File: config.mk
export PLATFORM = sky130hd
export DESIGN_NAME = led_pattern_gen_flat
export DESIGN_NICKNAME = d
export VERILOG_FILES = /design/src/rtl/led_pattern_gen_if.sv /design/src/rtl/led_pattern_gen.sv /design/src/flat_wrapper.sv
export SDC_FILE = /design/constraint.sdc
export NUM_CORES = 1
export LEC_CHECK = 0
export CAP_MARGIN = 15
export CORE_AREA = 2 2 79 81
export CTS_CLUSTER_SIZE = 20
export DETAILED_ROUTE_END_ITERATION = 10
export DIE_AREA = 0 0 81 83
export PLACE_DENSITY = 0.73
export SLEW_MARGIN = 5
export SYNTH_ARGS = -nofsm -noshare
export SYNTH_HDL_FRONTEND = slang
export SYNTH_SLANG_ARGS = --single-unit
export TNS_END_PERCENT = 100
File: constraint.sdc
create_clock -name clk100 -period 1.9 [get_ports clk100]
set_clock_uncertainty 0.15 [all_clocks]
set_input_delay 0.38 -clock clk100 [delete_from_list [all_inputs] [get_ports clk100]]
set_output_delay 0.38 -clock clk100 [all_outputs]
set_load 0.01 [all_outputs]
File: src/rtl/led_pattern_gen_if.sv
// LED pattern generator configuration handshake.
// Master requests a mode/duty; slave answers with cfgReady.
interface led_pattern_gen_if #(
   parameter int PWM_WIDTH = 8
);
   logic                 cfgValid;
   logic                 cfgReady;
   logic [1:0]           cfgMode;
   logic [PWM_WIDTH-1:0] cfgDuty;

   modport master (
      output cfgValid,
      output cfgMode,
      output cfgDuty,
      input  cfgReady
   );

   modport slave (
      input  cfgValid,
      input  cfgMode,
      input  cfgDuty,
      output cfgReady
   );
endinterface

File: src/rtl/led_pattern_gen.sv
// LED pattern generator: COUNT / BLINK / SHIFT / PWM on a tick grid.
// Define LED_OUT_REG_EN to register ledGreen and tick (+1 cycle).
module led_pattern_gen #(
   parameter int LED_NUM       = 4,
   parameter int TICK_DIV_LOG2 = 24,
   parameter int PWM_WIDTH     = 8
) (
   input  logic               clk100,
   input  logic               rstN,
   led_pattern_gen_if.slave   cfg,
   output logic [1:0]         curMode,
   output logic               tick,
   output logic [LED_NUM-1:0] ledGreen
);

   typedef enum logic {
      RUN,
      PENDING
   } state_t;

   state_t                   r_state;
   logic                     r_ready;
   logic [1:0]               r_mode;
   logic [1:0]               r_capMode;
   logic [PWM_WIDTH-1:0]     r_duty;
   logic [PWM_WIDTH-1:0]     r_capDuty;
   logic [TICK_DIV_LOG2-1:0] r_presc;
   logic [LED_NUM-1:0]       r_step;
   logic                     r_phase;
   logic [LED_NUM-1:0]       r_onehot;
   logic [PWM_WIDTH-1:0]     r_pwm;

   logic                     w_tick;
   logic                     w_accept;
   logic                     w_apply;
   logic [LED_NUM-1:0]       w_rot;
   logic [LED_NUM-1:0]       w_pat;

   assign w_tick   = &r_presc;
   assign w_accept = cfg.cfgValid && r_ready;
   assign w_apply  = (r_state == PENDING) && w_tick;
   // shift form also covers LED_NUM = 1 (bit 0 stays on)
   assign w_rot    = (r_onehot << 1) | (r_onehot >> (LED_NUM - 1));

   assign cfg.cfgReady = r_ready;
   assign curMode      = r_mode;

   // Config FSM: capture on handshake, apply on the next tick
   always_ff @(posedge clk100 or negedge rstN) begin
      if (!rstN) begin
         r_state   <= RUN;
         r_ready   <= 1'b0;
         r_mode    <= 2'd0;
         r_duty    <= '0;
         r_capMode <= 2'd0;
         r_capDuty <= '0;
      end else begin
         unique case (r_state)
            RUN: begin
               r_ready <= 1'b1;
               if (w_accept) begin
                  r_state   <= PENDING;
                  r_ready   <= 1'b0;
                  r_capMode <= cfg.cfgMode;
                  r_capDuty <= cfg.cfgDuty;
               end
            end
            PENDING: begin
               if (w_tick) begin
                  r_state <= RUN;
                  r_ready <= 1'b1;
                  r_mode  <= r_capMode;
                  r_duty  <= r_capDuty;
               end
            end
            default: begin
               r_state <= RUN;
               r_ready <= 1'b0;
            end
         endcase
      end
   end

   // Free-running prescaler and per-mode pattern state
   always_ff @(posedge clk100 or negedge rstN) begin
      if (!rstN) begin
         r_presc  <= '0;
         r_step   <= '0;
         r_phase  <= 1'b0;
         r_onehot <= LED_NUM'(1);
         r_pwm    <= '0;
      end else begin
         r_presc <= r_presc + 1'b1;
         if (w_apply) begin
            r_step   <= '0;
            r_phase  <= 1'b0;
            r_onehot <= LED_NUM'(1);
            r_pwm    <= '0;
         end else begin
            r_pwm <= r_pwm + 1'b1;
            if (w_tick) begin
               r_step   <= r_step + 1'b1;
               r_phase  <= ~r_phase;
               r_onehot <= w_rot;
            end
         end
      end
   end

   // Select the pattern of the applied mode
   always_comb begin
      w_pat = '0;
      unique case (r_mode)
         2'd0: w_pat = r_step;
         2'd1: w_pat = {LED_NUM{r_phase}};
         2'd2: w_pat = r_onehot;
         2'd3: w_pat = {LED_NUM{r_pwm < r_duty}};
         default: w_pat = '0;
      endcase
   end

`ifdef LED_OUT_REG_EN
   logic [LED_NUM-1:0] r_led;
   logic               r_tick;

   // Output register stage for LEDs and tick
   always_ff @(posedge clk100 or negedge rstN) begin
      if (!rstN) begin
         r_led  <= '0;
         r_tick <= 1'b0;
      end else begin
         r_led  <= w_pat;
         r_tick <= w_tick;
      end
   end

   assign ledGreen = r_led;
   assign tick     = r_tick;
`else
   assign ledGreen = w_pat;
   assign tick     = w_tick;
`endif

endmodule
File: src/flat_wrapper.sv
// flat-port wrapper written by rule: the top's interface ports become plain ports
module led_pattern_gen_flat 
#(
   parameter int LED_NUM       = 4,
   parameter int TICK_DIV_LOG2 = 24,
   parameter int PWM_WIDTH     = 8
)
  (clk100, rstN, curMode, tick, ledGreen, cfg_cfgValid, cfg_cfgMode, cfg_cfgDuty, cfg_cfgReady);
  led_pattern_gen_if #(.PWM_WIDTH(PWM_WIDTH)) cfg_i ();
  input  logic clk100;
  input  logic rstN;
  output logic [1:0] curMode;
  output logic tick;
  output logic [LED_NUM-1:0] ledGreen;
  input wire logic [$bits(cfg_i.cfgValid)-1:0] cfg_cfgValid;
  input wire logic [$bits(cfg_i.cfgMode)-1:0] cfg_cfgMode;
  input wire logic [$bits(cfg_i.cfgDuty)-1:0] cfg_cfgDuty;
  output wire logic [$bits(cfg_i.cfgReady)-1:0] cfg_cfgReady;
  assign cfg_i.cfgValid = cfg_cfgValid;
  assign cfg_i.cfgMode = cfg_cfgMode;
  assign cfg_i.cfgDuty = cfg_cfgDuty;
  assign cfg_cfgReady = cfg_i.cfgReady;
  led_pattern_gen #(.LED_NUM(LED_NUM), .TICK_DIV_LOG2(TICK_DIV_LOG2), .PWM_WIDTH(PWM_WIDTH)) u_core (.clk100(clk100), .rstN(rstN), .cfg(cfg_i), .curMode(curMode), .tick(tick), .ledGreen(ledGreen));
endmodule
==> run_results.csv, run 1 <==
group,metric,value,unit
status,status,"finished, violations left",
status,violations,"setup timing",
clock_network,clockBufferDepth,2,
clock_network,clock_sinks,63,
floorplan,dieArea,6720,µm²
synth,syn_area,2950,µm²
synth,ys_seq_area_frac,0.535,
synth,yosysTopAreaCellShare,0.526,
setup_path,slowest_stage,"dfrtp_1",
placed_design,dpl_cell_area,3690,µm²
power,ir_drop,0.000464,V
layout,drive_gt1_frac,0.437,
synth,synth_most_common_cell,"dfrtp_1",
clock_network,htreeDepth,3,
synth,synthAdderAreaFrac,0.0424,
floorplan,fp.dieW,81,µm
clock_network,numCtsBuffers,9,
global_route,gr-total-overflow,0,
placed_design,dp.final_hpwl,4170,µm
floorplan,start_util,0.507,
setup_path,crit_required,1.37,ns
global_route,grt_usage,0.209,
synth,async_flop_share,1.00,
synth,yosysTopAreaCell,"dfrtp_1",
setup_path,crit_start,"u_core.r_duty[6]",
sta,setup_viol,20,
synth,synth_edf_count,0,
route,detail_route.wl_per_cell,16.2,µm
synth,yosys.area_share.simple,0.156,
layout,design_area,4210,µm²
layout,nets,367,
hold_path,min_path_type,"reg2reg",
global_route,grt_pass1_vias,2343,
setup_path,crit_end,"ledGreen[1]",
setup_path,crit-reg2reg-launch,"u_core.r_presc[4]",
setup_path,slowest_delay,0.35,ns
layout,antenna_cells,0,
synth,synth_area_leaders,"dfrtp_1 (53%), mux2_2 (8.4%), xnor2_1 (4.5%)",
floorplan,core,5820,µm²
floorplan,boundaryPins,21,
setup_path,critPathLaunchType,"register",
setup_path,reg2reg_depth,5,
synth,synth_mux_area_frac,0.0874,
setup_path,worst_ep_arrival_time,1.82,ns
sta,fin_crit_sh,1.24,
sta,max_freq,426,MHz
synth,synth.distinct_cells,41,
sta,rsz0062_at_grt,"true",
placed_design,placement.io_buffers,20,
global_route,grt_max_degree,64,
setup_path,end_kind,"output pin",
power,powerDensity,608,nW/µm²
layout,syn_to_final_growth,42.9,%
synth,syn_nets,277,
synth,synth_top_family_by_area,"simple AND/OR/NAND/NOR gates",
synth,synth-compound-area-share,0.0670,
sta,tns,-2.54,ns
sta,maxSlewViolCount,0,
setup_path,cp_max_fo,4,
synth,synth-seq-cells,63,
synth,synth.avg_cell_area,11.6,µm²
route,final_antenna_net_count,0,
route,drt_iter0_drc,146,
floorplan,rows,28,
placed_design,dp.cells,399,
synth,synthXorXnorAreaFrac,0.0832,
setup_path,r2r_end,"u_core.r_step[0]",
sta,setup_ws,-0.448,ns
sta,worst_pin_slew,0.383,ns
route,firstDrtPassIters,4,
run,maxCapViolations,0,
power,leakage,1.99,nW
clock_network,cts_tree,"built",
synth,ys_warn_count,0,
global_route,antenna_found_initial,0,
global_route,grt_pass1_wl,10700,µm
placed_design,gp_congestion,0.778,
layout,fin_cells,423,
route,vias,2253,
sta,hold_viol,0,
clock_network,cts_root_buf,"clkbuf_8",
clock_network,worstSkewPairLatency,0.34,ns
setup_path,crit_type,"reg2out",
sta,max_slew_margin,0.741,
synth,syn-instance-count,254,
route,drc,0,
setup_path,r2r_setup_slack,-0.16,ns
synth,yosys-top-cells-count,"dfrtp_1 (62), mux2_2 (22), nor2_1 (18)",
route,wl,6850,µm
setup_path,path_cells,"inv_1 > ha_4 > nand4_1 > o31ai_4 > o21ai_1 > buf_2",
synth,ys.flop_type,"dfrtp_1",
sta,fin_crit,2.35,ns
clock_network,path_clk_slew,0.07,ns
route,viasPerCell,5.33,
floorplan,die_h,83,µm
registers in the layout (all words and copies together) (netlist names):
name	flops
u_core.r_onehot	4
u_core.r_capDuty	8
u_core.r_capMode	2
u_core.curMode	2
u_core.r_duty	8
u_core.r_state	1
u_core.r_pwm	8
u_core.r_step	4
u_core.r_presc	24
u_core.cfg.cfgReady	1
u_core.r_phase	1
layout make-up:
type                       count  area (µm²)
fill                         393        1600
sequential                    63        1580
multi-input combinational    171        1560
timing repair buffer          85         731
clock buffer                  11         151
tap                           75        93.8
inverter                      14        52.6
clock inverter                 4        45.0
through the flow:
step                worst slack (ns)  power [mW]   util  hold slack, ns
CTS                           -0.448        2.58  0.698           0.357
finish                        -0.448        2.56  0.724           0.356
global route                  -0.537        2.66  0.724           0.368
global placement              -0.440        1.42  0.634           0.270
detailed placement            -0.550        1.42  0.634           0.267
floorplan                    -0.0836        1.37      -         -0.0656
cells in the final DEF, fill, tap and decap left out, types with 5 or more instances in the layout:
master / Yosys / layout
buf_2: 2 / 6
clkbuf_8: 0 / 11
o21ai_1: 6 / 6
xnor2_1: 15 / 15
nand3_1: 16 / 15
nor2_4: 1 / 7
nor2_1: 18 / 10
clkdlybuf4s50_1: 0 / 12
and3_1: 6 / 6
xor2_1: 13 / 13
nand4_1: 6 / 6
dfrtp_1: 62 / 60
nand2_1: 12 / 11
mux2_2: 22 / 20
inv_1: 13 / 10
o21ai_2: 0 / 9
buf_4: 0 / 54
ha_4: 0 / 5
where the power goes:
| part | switching, mW | internal, mW |
|---|---|---|
| logic | 0.0293 | 0.0261 |
| clock network | 0.501 | 0.663 |
| registers | 0 | 1.34 |
| total | 0.530 | 2.03 |
critical path: cells and delay by family (launching register included):
family                   cells  cell delay (ns)
AO/OA/AOI/OAI                2             0.46
flip-flops                   1             0.35
adder cells (fa/ha/maj)      1             0.29
buffers and inverters        2             0.25
AND/OR/NAND/NOR              1             0.12
what timing repair did:
| action | in CTS | in global routing |
|---|---|---|
| setup endpoints to repair | 24 | 40 |
| pin swaps | 22 | 17 |
| gates resized for setup | 55 | 30 |
| hold buffers | 1 | 0 |
| buffers inserted | 6 | 5 |
| endpoints found under the hold margin | 62 | 0 |
layer usage:
layer,vias to the layer above,global-route usage,wire length [µm]
met5,-,0,0
met4,0,0.100,121
met3,12,0.0370,187
met2,32,0.332,3550
met1,1137,0.273,2990
li1,1072,-,-
worst min-delay path by stage:
stage,slack [ns],from,end,depth (start not counted)
6_report,0.36,u_core.r_duty[3],u_core.r_duty[3],1
5_1_grt,0.37,u_core.r_capMode[1],u_core.curMode[1],1
4_1_cts,0.36,u_core.r_capDuty[3],u_core.r_duty[3],1
3_5_place_dp,0.27,rstN,u_core.r_onehot[1],2
3_3_place_gp,0.27,rstN,u_core.r_onehot[1],2
2_1_floorplan,-0.07,rstN,u_core.cfg.cfgReady,0
cell families after synthesis:
kind of cell,count (synthesis)
adder cells (fa/ha/maj),10
multiplexers,23
AND/OR/NAND/NOR,78
buffers and inverters,20
flip-flops,63
XOR/XNOR,28
AO/OA/AOI/OAI,32
Power figures use the tool's default switching activity.
==> inputs of run 2 (changes only) <==
--- a/config.mk
+++ b/config.mk
@@ -11,7 +11,7 @@
 export DETAILED_ROUTE_END_ITERATION = 10
 export DIE_AREA = 0 0 81 83
 export PLACE_DENSITY = 0.73
-export SLEW_MARGIN = 5
+export SLEW_MARGIN = 20
 export SYNTH_ARGS = -nofsm -noshare
 export SYNTH_HDL_FRONTEND = slang
 export SYNTH_SLANG_ARGS = --single-unit
==> results of run 2 <==
No change in the layout: final DEF, timing and power equal those of run 1.
==> inputs of run 3 (changes only) <==
--- a/config.mk
+++ b/config.mk
@@ -5,14 +5,15 @@
 export SDC_FILE = /design/constraint.sdc
 export NUM_CORES = 1
 export LEC_CHECK = 0
+export ABC_AREA = 1
 export CAP_MARGIN = 15
-export CORE_AREA = 2 2 79 81
+export CORE_AREA = 2 2 80 82
 export CTS_CLUSTER_SIZE = 20
 export DETAILED_ROUTE_END_ITERATION = 10
-export DIE_AREA = 0 0 81 83
-export PLACE_DENSITY = 0.73
+export DIE_AREA = 0 0 82 84
+export PLACE_DENSITY = 0.74
 export SLEW_MARGIN = 20
 export SYNTH_ARGS = -nofsm -noshare
 export SYNTH_HDL_FRONTEND = slang
 export SYNTH_SLANG_ARGS = --single-unit
-export TNS_END_PERCENT = 100
+export TNS_END_PERCENT = 5
==> run 3 against run 2 <==
Effect of this change: the run still ends with setup timing left; utilization shrank 7.5 points; synthesized cell count grew 37%; fmax grew 1.3%; wire length shrank 9.4%; sequential share of layout area grew 2.4 points; critical path type unchanged; highest routed layer unchanged.
==> run_results.csv, run 3 <==
group,metric,value,unit
placed_design,place_ws,-0.485,ns
layout,syn_to_final_growth,27.3,%
global_route,grt_usage,0.208,
synth,synth_area_leaders,"dfrtp_1 (50%), nand2_1 (10%), inv_1 (5.6%)",
clock_network,cts_tree,"built",
sta,worst_pin_slew,0.345,ns
route,viasPerCell,4.94,
status,violations,"setup timing",
floorplan,boundaryPins,21,
setup_path,r2r_setup_slack,0.12,ns
layout,seq_area,1580,µm²
floorplan,fp.dieW,82,µm
clock_network,path_clk_slew,0.07,ns
global_route,gr-total-overflow,0,
clock_network,htreeDepth,3,
floorplan,start_util,0.510,
layout,nets,446,
setup_path,crit_required,1.37,ns
route,vias,2495,
floorplan,core,6100,µm²
synth,ys_warn_count,0,
setup_path,r2r_end,"u_core.r_pwm[7]",
layout,mostFrequentLayoutCell,"nand2_1",
layout,drive_gt1_frac,0.262,
sta,hold_viol,0,
setup_path,critPathLaunchType,"register",
sta,setup_viol,5,
synth,synth.avg_cell_area,8.93,µm²
hold_path,min_to,"u_core.r_presc[21]",
setup_path,crit_type,"reg2out",
synth,synth-seq-cells,63,
sta,setup_ws,-0.419,ns
floorplan,die_h,84,µm
setup_path,crit-reg2reg-launch,"u_core.r_presc[0]",
layout,largest_reg_flops,24,
setup_path,cp_common_cell,"nand2_2",
synth,syn_nets,371,
sta,fin_crit,2.32,ns
synth,synth_most_common_cell,"nand2_1",
placed_design,dp.cells,487,
layout,final_cell_mix,"nand2_1 (81), dfrtp_1 (62), buf_4 (47)",
power,total_power,2.40,mW
layout,design_area,3960,µm²
power,leakage,2.07,nW
clock_network,worstSkewPairLatency,0.34,ns
global_route,antenna_found_initial,0,
route,final_antenna_net_count,0,
setup_path,cp_max_fo,4,
placed_design,dp.final_hpwl,4370,µm
layout,multi_input_area,1380,µm²
synth,yosys-top-cells-count,"nand2_1 (85), dfrtp_1 (62), inv_1 (46)",
sta,hold_ws,0.322,ns
global_route,grt_max_degree,64,
sta,rsz0062_at_grt,"true",
synth,synth_edf_count,0,
synth,ys.flop_type,"dfrtp_1",
placed_design,placement.io_buffers,20,
route,firstDrtPassIters,4,
layout,fin_cells,505,
power,ir_drop,0.000517,V
synth,synth.distinct_cells,28,
route,detail_route.wl_per_cell,12.3,µm
route,drt_iter0_drc,168,
sta,maxSlewViolCount,0,
setup_path,reg2reg_depth,9,
synth,async_flop_share,1.00,
clock_network,numCtsBuffers,9,
synth,yosysTopAreaCellShare,0.499,
hold_path,holdPathStages,1,
route,drc,0,
setup_path,crit_buf_inv,3,
floorplan,dieArea,6890,µm²
layout,top_register,"u_core.r_presc",
synth,ys_seq_area_frac,0.508,
setup_path,slowest_delay,0.34,ns
synth,syn_area,3110,µm²
sta,max_slew_margin,0.770,
floorplan,rows,29,
synth,yosysTopAreaCell,"dfrtp_1",
run,maxCapViolations,0,
layout,fillerInstances,504,
setup_path,cpLargestDelayFamily,"simple AND/OR/NAND/NOR gates",
setup_path,worst_ep_arrival_time,1.79,ns
setup_path,end_kind,"output pin",
synth,syn-instance-count,348,
setup_path,slowest_stage,"dfrtp_1",
hold_path,min_path_type,"reg2reg",
status,status,"finished, violations left",
clock_network,cts_root_buf,"clkbuf_8",
layout,antenna_cells,0,
setup_path,path_cells,"inv_1 > ha_1 > nand2_2 > inv_2 > nand2_2 > nand3_2 > nor2_2 > nand2_2 > a21oi_2 > buf_2",
clock_network,clock_sinks,63,
route,wl,6210,µm
sta,max_freq,431,MHz
placed_design,dpl_cell_area,3740,µm²
clock_network,clockBufferDepth,2,
global_route,grt_pass1_wl,10900,µm
global_route,grt_pass1_vias,2522,
placed_design,gp_congestion,0.839,
hold_path,holdCritStartpoint,"u_core.r_presc[21]",
sta,fin_crit_sh,1.22,
power,powerDensity,606,nW/µm²
==> run 3: changes by cell type in the layout (fill, tap and decap cells not counted), moves of 5 or more <==
cell and change:
a21oi_1 +6, o21ai_0 +12, nand4_1 +5, nand2_1 +70, buf_4 -7, and3_1 -5, mux2_2 -20, nand2_2 +7
nor2_1 +13, o21ai_1 -6, inv_1 +34
==> run 3: kinds of logic after synthesis <==
family	Yosys count	synth area share
flops	63	0.508
compound gates	37	0.0721
xor+xnor	26	0.0733
buf+inv	53	0.0692
simple gates	159	0.238
fa+ha+maj	10	0.0403
==> run 3: worst max path at each step <==
stage | startpoint | end | slack [ns] | cells past startpoint
floorplan | u_core.r_pwm[7] | ledGreen[0] | 0.06 | 7
global placement | u_core.r_pwm[7] | ledGreen[3] | -0.46 | 8
detailed placement | u_core.r_pwm[7] | ledGreen[3] | -0.49 | 9
CTS | u_core.r_pwm[7] | ledGreen[0] | -0.45 | 8
global route | u_core.r_duty[6] | ledGreen[1] | -0.52 | 10
finish | u_core.r_duty[6] | ledGreen[1] | -0.42 | 10
==> run 3: worst register-to-register path, cell delays in order (launching register included) <==
cell and delay (ns):
dfrtp_1 0.39, ha_4 0.16, nand3_2 0.07, inv_2 0.07, nand2_2 0.05, buf_4 0.16
nor2_8 0.15, nand3_1 0.28, nand2_1 0.16, inv_1 0.05
==> run 3: area by class of cell <==
type / instances / share of cell area
flip-flops and latches: 63 / 0.399
multi-input cells: 232 / 0.348
repair buffers: 68 / 0.140
inverters: 49 / 0.0478
clock buffers: 10 / 0.0323
well taps: 77 / 0.0244
clock inverters: 6 / 0.00949
==> run 3: routing by layer <==
layer | vias to the layer above | part of all wire | global-route usage
met4 | 0 | 0.017 | 0.0667
met1 | 1201 | 0.47 | 0.265
met3 | 8 | 0.030 | 0.0617
met5 | - | 0 | 0
li1 | 1258 | - | -
met2 | 28 | 0.48 | 0.338
==> run 3: report_power, final <==
group	internal, mW	switching, mW	total (mW)
Combinational	0.0260	0.0293	0.0553
Sequential	1.34	0	1.34
Clock	0.465	0.536	1.00
==> run 3: what timing repair did <==
action,CTS,global route
gates resized for setup,25,15
endpoints found under the setup margin,7,19
hold endpoints to repair,62,0
hold buffers,1,0
pin swaps,2,7
buffers inserted,0,1
==> run 3: through the flow <==
stage | utilization | TNS, ns
2_1_floorplan | - | 0
3_3_place_gp | 0.614 | -1.96
3_5_place_dp | 0.614 | -2.08
4_1_cts | 0.639 | -1.93
5_1_grt | 0.649 | -2.26
6_report | 0.649 | -1.72
